[src/rtl/pipe_pkg.sv]
// -----------------------------------------------------------------------------
// pipe_pkg
// Shared definitions for the 5-stage pipeline stall/flush logic.
//   TUSE_NONE        : Tuse code meaning "operand not read"
//   TNEW_W / tnew_t  : width and type of Tuse/Tnew timing codes
//   reg_idx_t        : 5-bit architectural register index
//   REG_ZERO         : index of the hard-wired zero register
//   *_DEF            : default MDU latencies and countdown width
// -----------------------------------------------------------------------------
package pipe_pkg;

    localparam int TNEW_W = 2;
    typedef logic [TNEW_W-1:0] tnew_t;

    typedef logic [4:0] reg_idx_t;

    localparam tnew_t    TUSE_NONE = 2'd3;
    localparam reg_idx_t REG_ZERO  = 5'd0;

    localparam int MULT_CYCLES_DEF = 5;
    localparam int DIV_CYCLES_DEF  = 10;
    localparam int CNT_W_DEF       = 4;

    // Busy-cycle count to load for an MDU start; div takes the longer path.
    function automatic int md_load_cycles(input logic is_div, input int mult_cycles,
                                          input int div_cycles);
        int result;
        if (is_div) begin
            result = div_cycles;
        end else begin
            result = mult_cycles;
        end
        return result;
    endfunction

endpackage

[src/rtl/md_busy_cnt.sv]
// -----------------------------------------------------------------------------
// md_busy_cnt
// Multiply/divide unit occupancy countdown.
// Ports:
//   clk    in  : pipeline clock
//   reset  in  : synchronous active-high reset
//   start  in  : E-stage instruction starts a mult/div this cycle
//   is_div in  : qualifies start (1 = div, 0 = mult)
//   count  out : remaining MDU busy cycles (registered)
//   busy   out : MDU occupied; includes the start cycle, forced low in reset
// A start that arrives while the counter is still running is ignored; correct
// stalling upstream never lets that happen, so the in-flight op wins.
// -----------------------------------------------------------------------------
module md_busy_cnt
    import pipe_pkg::*;
#(
    parameter int MULT_CYCLES = MULT_CYCLES_DEF,
    parameter int DIV_CYCLES  = DIV_CYCLES_DEF,
    parameter int CNT_W       = CNT_W_DEF
) (
    input  logic             clk,
    input  logic             reset,
    input  logic             start,
    input  logic             is_div,
    output logic [CNT_W-1:0] count,
    output logic             busy
);

    localparam logic [CNT_W-1:0] CNT_ZERO  = {CNT_W{1'b0}};
    localparam logic [CNT_W-1:0] CNT_ONE   = {{(CNT_W-1){1'b0}}, 1'b1};
    localparam logic [CNT_W-1:0] MULT_LOAD =
        CNT_W'(md_load_cycles(1'b0, MULT_CYCLES, DIV_CYCLES));
    localparam logic [CNT_W-1:0] DIV_LOAD  =
        CNT_W'(md_load_cycles(1'b1, MULT_CYCLES, DIV_CYCLES));

    logic [CNT_W-1:0] count_r;
    logic [CNT_W-1:0] count_nxt_s;
    logic             idle_s;
    logic             busy_s;

    // Next-count selection: load on an accepted start, otherwise run down to zero.
    always_comb begin
        count_nxt_s = count_r;
        idle_s      = (count_r == CNT_ZERO);
        if (start && idle_s) begin
            if (is_div) begin
                count_nxt_s = DIV_LOAD;
            end else begin
                count_nxt_s = MULT_LOAD;
            end
        end else if (!idle_s) begin
            count_nxt_s = count_r - CNT_ONE;
        end else begin
            count_nxt_s = count_r;
        end
    end

    // Countdown register; reset abandons any in-flight operation.
    always_ff @(posedge clk) begin
        if (reset) begin
            count_r <= CNT_ZERO;
        end else begin
            count_r <= count_nxt_s;
        end
    end

    // Busy flag: the start cycle itself already occupies the unit.
    always_comb begin
        busy_s = 1'b0;
        if (reset) begin
            busy_s = 1'b0;
        end else begin
            busy_s = (count_r != CNT_ZERO) | start;
        end
    end

    assign count = count_r;
    assign busy  = busy_s;

endmodule

[src/rtl/pipe_stall_ctrl.sv]
// -----------------------------------------------------------------------------
// pipe_stall_ctrl
// Central stall/flush sequencer for the F/D/E/M/W pipeline. Compares the
// D-stage operand demand (Tuse) with E/M producer supply (Tnew), and holds D
// while the MDU is busy for an MDU instruction. W never stalls: its result is
// always forwarded.
// Ports:
//   clk, reset            : clock, synchronous active-high reset
//   D_rs_addr/D_rt_addr   : D-stage source register indices
//   D_tuse_rs/D_tuse_rt   : cycles until D needs the operand (3 = unused)
//   D_is_md               : D instruction uses the MDU
//   E_A3/E_tnew           : E-stage destination and cycles until forwardable
//   M_A3/M_tnew           : M-stage destination and cycles until forwardable
//   E_md_start/E_md_div   : E starts a mult/div this cycle; 1 = div
//   stall                 : D instruction held this cycle
//   F_en/D_en             : PC/F-D and D-E register enables (= ~stall)
//   E_clr                 : clear D-E register, inserting a bubble (= stall)
//   md_busy/md_count      : MDU occupied / remaining busy cycles
// Optional (macro STALL_STAT_EN):
//   stall_cycles          : free-running count of stalled cycles
//   md_stall_cycles       : count of cycles stalled by the MDU alone
// Stall outputs are combinational so the hold takes effect in the same cycle
// the hazard exists.
// -----------------------------------------------------------------------------
module pipe_stall_ctrl
    import pipe_pkg::*;
#(
    parameter int MULT_CYCLES = MULT_CYCLES_DEF,
    parameter int DIV_CYCLES  = DIV_CYCLES_DEF,
    parameter int CNT_W       = CNT_W_DEF
) (
    input  logic             clk,
    input  logic             reset,
    input  logic [4:0]       D_rs_addr,
    input  logic [4:0]       D_rt_addr,
    input  logic [1:0]       D_tuse_rs,
    input  logic [1:0]       D_tuse_rt,
    input  logic             D_is_md,
    input  logic [4:0]       E_A3,
    input  logic [1:0]       E_tnew,
    input  logic [4:0]       M_A3,
    input  logic [1:0]       M_tnew,
    input  logic             E_md_start,
    input  logic             E_md_div,
    output logic             stall,
    output logic             F_en,
    output logic             D_en,
    output logic             E_clr,
    output logic             md_busy,
    output logic [CNT_W-1:0] md_count
`ifdef STALL_STAT_EN
    ,
    output logic [31:0]      stall_cycles,
    output logic [31:0]      md_stall_cycles
`endif
);

    logic haz_rs_s;
    logic haz_rt_s;
    logic data_haz_s;
    logic md_haz_s;
    logic md_busy_s;
    logic stall_s;

    md_busy_cnt #(
        .MULT_CYCLES (MULT_CYCLES),
        .DIV_CYCLES  (DIV_CYCLES),
        .CNT_W       (CNT_W)
    ) u_md_busy_cnt (
        .clk    (clk),
        .reset  (reset),
        .start  (E_md_start),
        .is_div (E_md_div),
        .count  (md_count),
        .busy   (md_busy_s)
    );

    // Per-operand Tuse/Tnew compare against the E and M producers. An unused
    // operand (TUSE_NONE) can never stall because no Tnew exceeds it; the
    // explicit term just makes that visible. $0 is never a real dependency.
    always_comb begin
        haz_rs_s = 1'b0;
        haz_rt_s = 1'b0;
        if ((D_rs_addr != REG_ZERO) && (D_tuse_rs != TUSE_NONE)) begin
            haz_rs_s = ((D_rs_addr == E_A3) && (E_tnew > D_tuse_rs)) ||
                       ((D_rs_addr == M_A3) && (M_tnew > D_tuse_rs));
        end else begin
            haz_rs_s = 1'b0;
        end
        if ((D_rt_addr != REG_ZERO) && (D_tuse_rt != TUSE_NONE)) begin
            haz_rt_s = ((D_rt_addr == E_A3) && (E_tnew > D_tuse_rt)) ||
                       ((D_rt_addr == M_A3) && (M_tnew > D_tuse_rt));
        end else begin
            haz_rt_s = 1'b0;
        end
    end

    // Merge data and MDU hazards into one stall; reset forces the pipe to flow.
    always_comb begin
        data_haz_s = haz_rs_s | haz_rt_s;
        md_haz_s   = D_is_md & md_busy_s;
        stall_s    = 1'b0;
        if (reset) begin
            stall_s = 1'b0;
        end else begin
            stall_s = data_haz_s | md_haz_s;
        end
    end

    assign stall   = stall_s;
    assign F_en    = ~stall_s;
    assign D_en    = ~stall_s;
    assign E_clr   = stall_s;
    assign md_busy = md_busy_s;

`ifdef STALL_STAT_EN
    logic [31:0] stall_cycles_r;
    logic [31:0] md_stall_cycles_r;

    // Stall statistics; a cycle counts as MDU-caused only with no data hazard.
    always_ff @(posedge clk) begin
        if (reset) begin
            stall_cycles_r    <= 32'd0;
            md_stall_cycles_r <= 32'd0;
        end else begin
            if (stall_s) begin
                stall_cycles_r <= stall_cycles_r + 32'd1;
            end else begin
                stall_cycles_r <= stall_cycles_r;
            end
            if (stall_s && md_haz_s && !data_haz_s) begin
                md_stall_cycles_r <= md_stall_cycles_r + 32'd1;
            end else begin
                md_stall_cycles_r <= md_stall_cycles_r;
            end
        end
    end

    assign stall_cycles    = stall_cycles_r;
    assign md_stall_cycles = md_stall_cycles_r;
`endif

endmodule

[config.mk]
export PLATFORM = sky130hd
export DESIGN_NAME = pipe_stall_ctrl
export DESIGN_NICKNAME = d
export VERILOG_FILES = /design/src/rtl/pipe_pkg.sv /design/src/rtl/md_busy_cnt.sv /design/src/rtl/pipe_stall_ctrl.sv
export SDC_FILE = /design/constraint.sdc
export NUM_CORES = 1
export LEC_CHECK = 0
export ABC_CLOCK_PERIOD_IN_PS = 2000
export CAP_MARGIN = 10
export CORE_UTILIZATION = 37
export CTS_BUF_LIST = sky130_fd_sc_hd__clkbuf_16
export CTS_CLUSTER_DIAMETER = 100
export DETAILED_ROUTE_END_ITERATION = 6
export PLACE_DENSITY = 0.83
export SYNTH_ARGS = -nofsm -noshare
export SYNTH_HDL_FRONTEND = slang
export SYNTH_SLANG_ARGS = --single-unit
[constraint.sdc]
create_clock -name clk -period 2 [get_ports clk]
set_clock_uncertainty 0.05 [all_clocks]
set_input_delay 0.3 -clock clk [delete_from_list [all_inputs] [get_ports clk]]
set_output_delay 0.3 -clock clk [all_outputs]
set_load 0.02 [all_outputs]
==> flow_summary.ini <==
[logic_synthesis]
synth.area.mux_share_pct = 0
syn_avg_cell_area_sq_um = 7.71
ys_types = 29
synth-main-ff-cell = dfxtp_1
synth_fp_nets = 135
synth.most_common_cell = xnor2_1
yosys_warnings = 0
synth_compound_area_share_pct = 14.6
synth_common_cells = xnor2_1 (12), ha_1 (10), inv_1 (10)
synthAdderAreaFrac_pct = 17.6
yosysTopAreaCellShare_pct = 17.6
synth_top_family_by_area = XOR/XNOR gates
synth.area.top_cells = ha_1 (18%), xnor2_1 (15%), dfxtp_1 (11%)
synth_top_cell_by_area = ha_1
synth-simple-area-share_pct = 21.5
synth-xor-area-share_pct = 25.9
seq_area_frac_synth_pct = 11.3
synth_edf_count = 0
ys_async_sr_fraction_pct = 0
ys_ff_latch = 4
syn_area_sq_um = 709
syn_inst = 92

[finish]
final_util_pct = 86.3
nNetsFinal = 205
fillers = 108
largest_register_ffs = 4
drive_above_1_share_pct = 47.8
diodes = 0
final_cells = 186
syn_to_final_growth_pct = 115

[clock_tree]
cts_tree = built
htreeDepth = 1
clockBufferDepth = 2
numCtsBuffers = 3
clkSlewWorstSetupHoldPaths_ns = 0.03
clk_latency_ns = 0.23
cts.sinks = 4
cts_hold_buffers = 0
root_buffer = clkbuf_16

[setup_path]
reg2reg_depth = 7
setup.worst_path.start_class = primary input
cp.required_ns = 1.65
arrival_ns = 1.72
r2r-start = u_md_busy_cnt.count[0]
rr_endpoint = u_md_busy_cnt.count[0]
crit_path_top_delay_cell = nor4_1
path_class = in2out
cp-end-kind = output pin
reg2reg_setup_slack_ns = 0.40
crit_chain = buf_2 -> inv_4 -> ha_4 -> nand2_2 -> nand4_1 -> nor4_1 -> o21ai_1 -> and3_4 -> buf_6
max_stage_delay_ns = 0.34
crit_path_max_fanout = 2

[floorplan]
io_pins = 42
core_area_sq_mm = 0.00176
die_height_um = 45.8
die_x_um = 45.8
die_area_sq_mm = 0.00210
num_rows = 15
start_util_pct = 40.2

[timing]
fin_ws_ns = -0.0663
max_freq_ghz = 0.484
rsz0062_at_grt = true
final.period_utilization_pct = 103
final-setup-viol-count = 4
drv_slew = 0
hold_violations = 0
tightestPinTransition_ns = 0.331
final.min_clock_period_ns = 2.07
maxSlewHeadroom_pct = 77.7
hold_slack_ns = 0.555

[detailed_routing]
vias_per_cell = 5.16
antenna_left = 0
drt-total-wl_um = 2770
vias = 960
dr.first_iter.drc_count = 10
first_pass_iters = 4
drc = 0
wire_per_inst_um = 14.9

[grt]
grt_usage_pct = 28.7
grt_remaining_overflow = 0
grt_max_degree = 6
grt_pass1_wl_um = 4210
antenna_found_initial = 0
grt_pass1_vias = 982

[placed_design]
gp_congestion = 0.854
dpl_worst_slack_ns = -0.926
hpwlAfterDp_um = 1960
dpl.cell_count = 178
port_buffers = 41

[power]
ir_worst_vdd_uv = 947
p_leak_uw = 0.000693
power.total_uw = 1300
powerDensity_mw_per_mm2 = 857

[min_path]
min-delay-start = u_md_busy_cnt.count[1]
min_path_type = reg2reg
holdPathStages = 3
holdPathEnd = u_md_busy_cnt.count[1]

[outcome]
status = finished, violations left
violations = setup timing

[run]
maxCapViolCount = 0
[report_power, final]
part	switching [uW]	total, uW	internal (uW)
registers	24.3	148	124
clock network	59.6	318	258
logic	378	838	460
[timing repair]
action                                  4_1_cts  5_1_grt
pin swaps                                    19       15
gates resized for setup                      96       25
hold endpoints to repair                      0        0
endpoints found under the setup margin        5        4
buffers inserted                              2        2
[cell families after synthesis]
family | after synthesis
fa+ha+maj | 10
buf+inv | 13
compound gates | 16
simple gates | 28
xor+xnor | 21
flops | 4
[cell usage in the layout (no fill, tap or decap), types with 3 or more instances in the layout]
master           instances
a21oi_1                  5
buf_2                    6
buf_4                   26
buf_6                    5
clkbuf_16                3
clkbuf_2                 6
clkdlybuf4s50_1          8
dlygate4sd2_1           13
ha_1                     3
ha_4                     7
inv_1                    5
inv_2                    3
inv_4                    3
nand2_1                  4
nand2_2                  3
nand4_1                  3
nor2_1                   4
nor3_1                   3
nor4_1                   3
xnor2_1                  7
xnor2_2                  5
xor2_1                   9
[routing by layer]
metal	vias to the layer above	track usage (%)	share of wire [%]	routed length [um]
met3	17	5.16	5.5	152
met4	0	22.4	5.1	142
met1	430	26.9	38	1050
li1	465	-	-	-
met5	-	0	0	0
met2	48	53.7	51	1430
[stage by stage]
stage	instance area [sq um]	setup TNS, ns
global placement	1320	-3.73
CTS	1480	-0.109
global route	1520	-0.588
finish	1520	-0.260
floorplan	739	0
detailed placement	1320	-3.75
[worst max-delay path, delay by kind of cell]
family	cells	cell delay, ns
and+or+nand+nor	4	0.73
buffers and inverters	3	0.32
adders and majority gates	1	0.20
AOI/OAI and AO/OA	1	0.16
[how the worst max path moves through the flow]
| stage | to | cells after the start | startpoint | slack, ns |
|---|---|---|---|---|
| floorplan | F_en | 9 | u_md_busy_cnt.count[0] | 0.001 |
| detailed placement | D_en | 9 | D_tuse_rs[1] | -0.93 |
| finish | D_en | 9 | D_tuse_rt[1] | -0.07 |
| global placement | D_en | 9 | D_tuse_rs[1] | -0.95 |
| global route | stall | 10 | D_tuse_rt[1] | -0.15 |
| CTS | D_en | 8 | u_md_busy_cnt.count[1] | -0.04 |
[cell type report]
cell class | count | area (sq um) | area share [%]
Timing Repair Buffer | 68 | 556 | 36.5
Sequential cell | 4 | 85.1 | 5.59
Inverter | 10 | 45.0 | 2.96
Multi-Input combinational cell | 75 | 727 | 47.7
Clock inverter | 1 | 3.75 | 0.247
Tap cell | 25 | 31.3 | 2.05
Clock buffer | 3 | 75.1 | 4.93
Power figures use the tool's default switching activity.
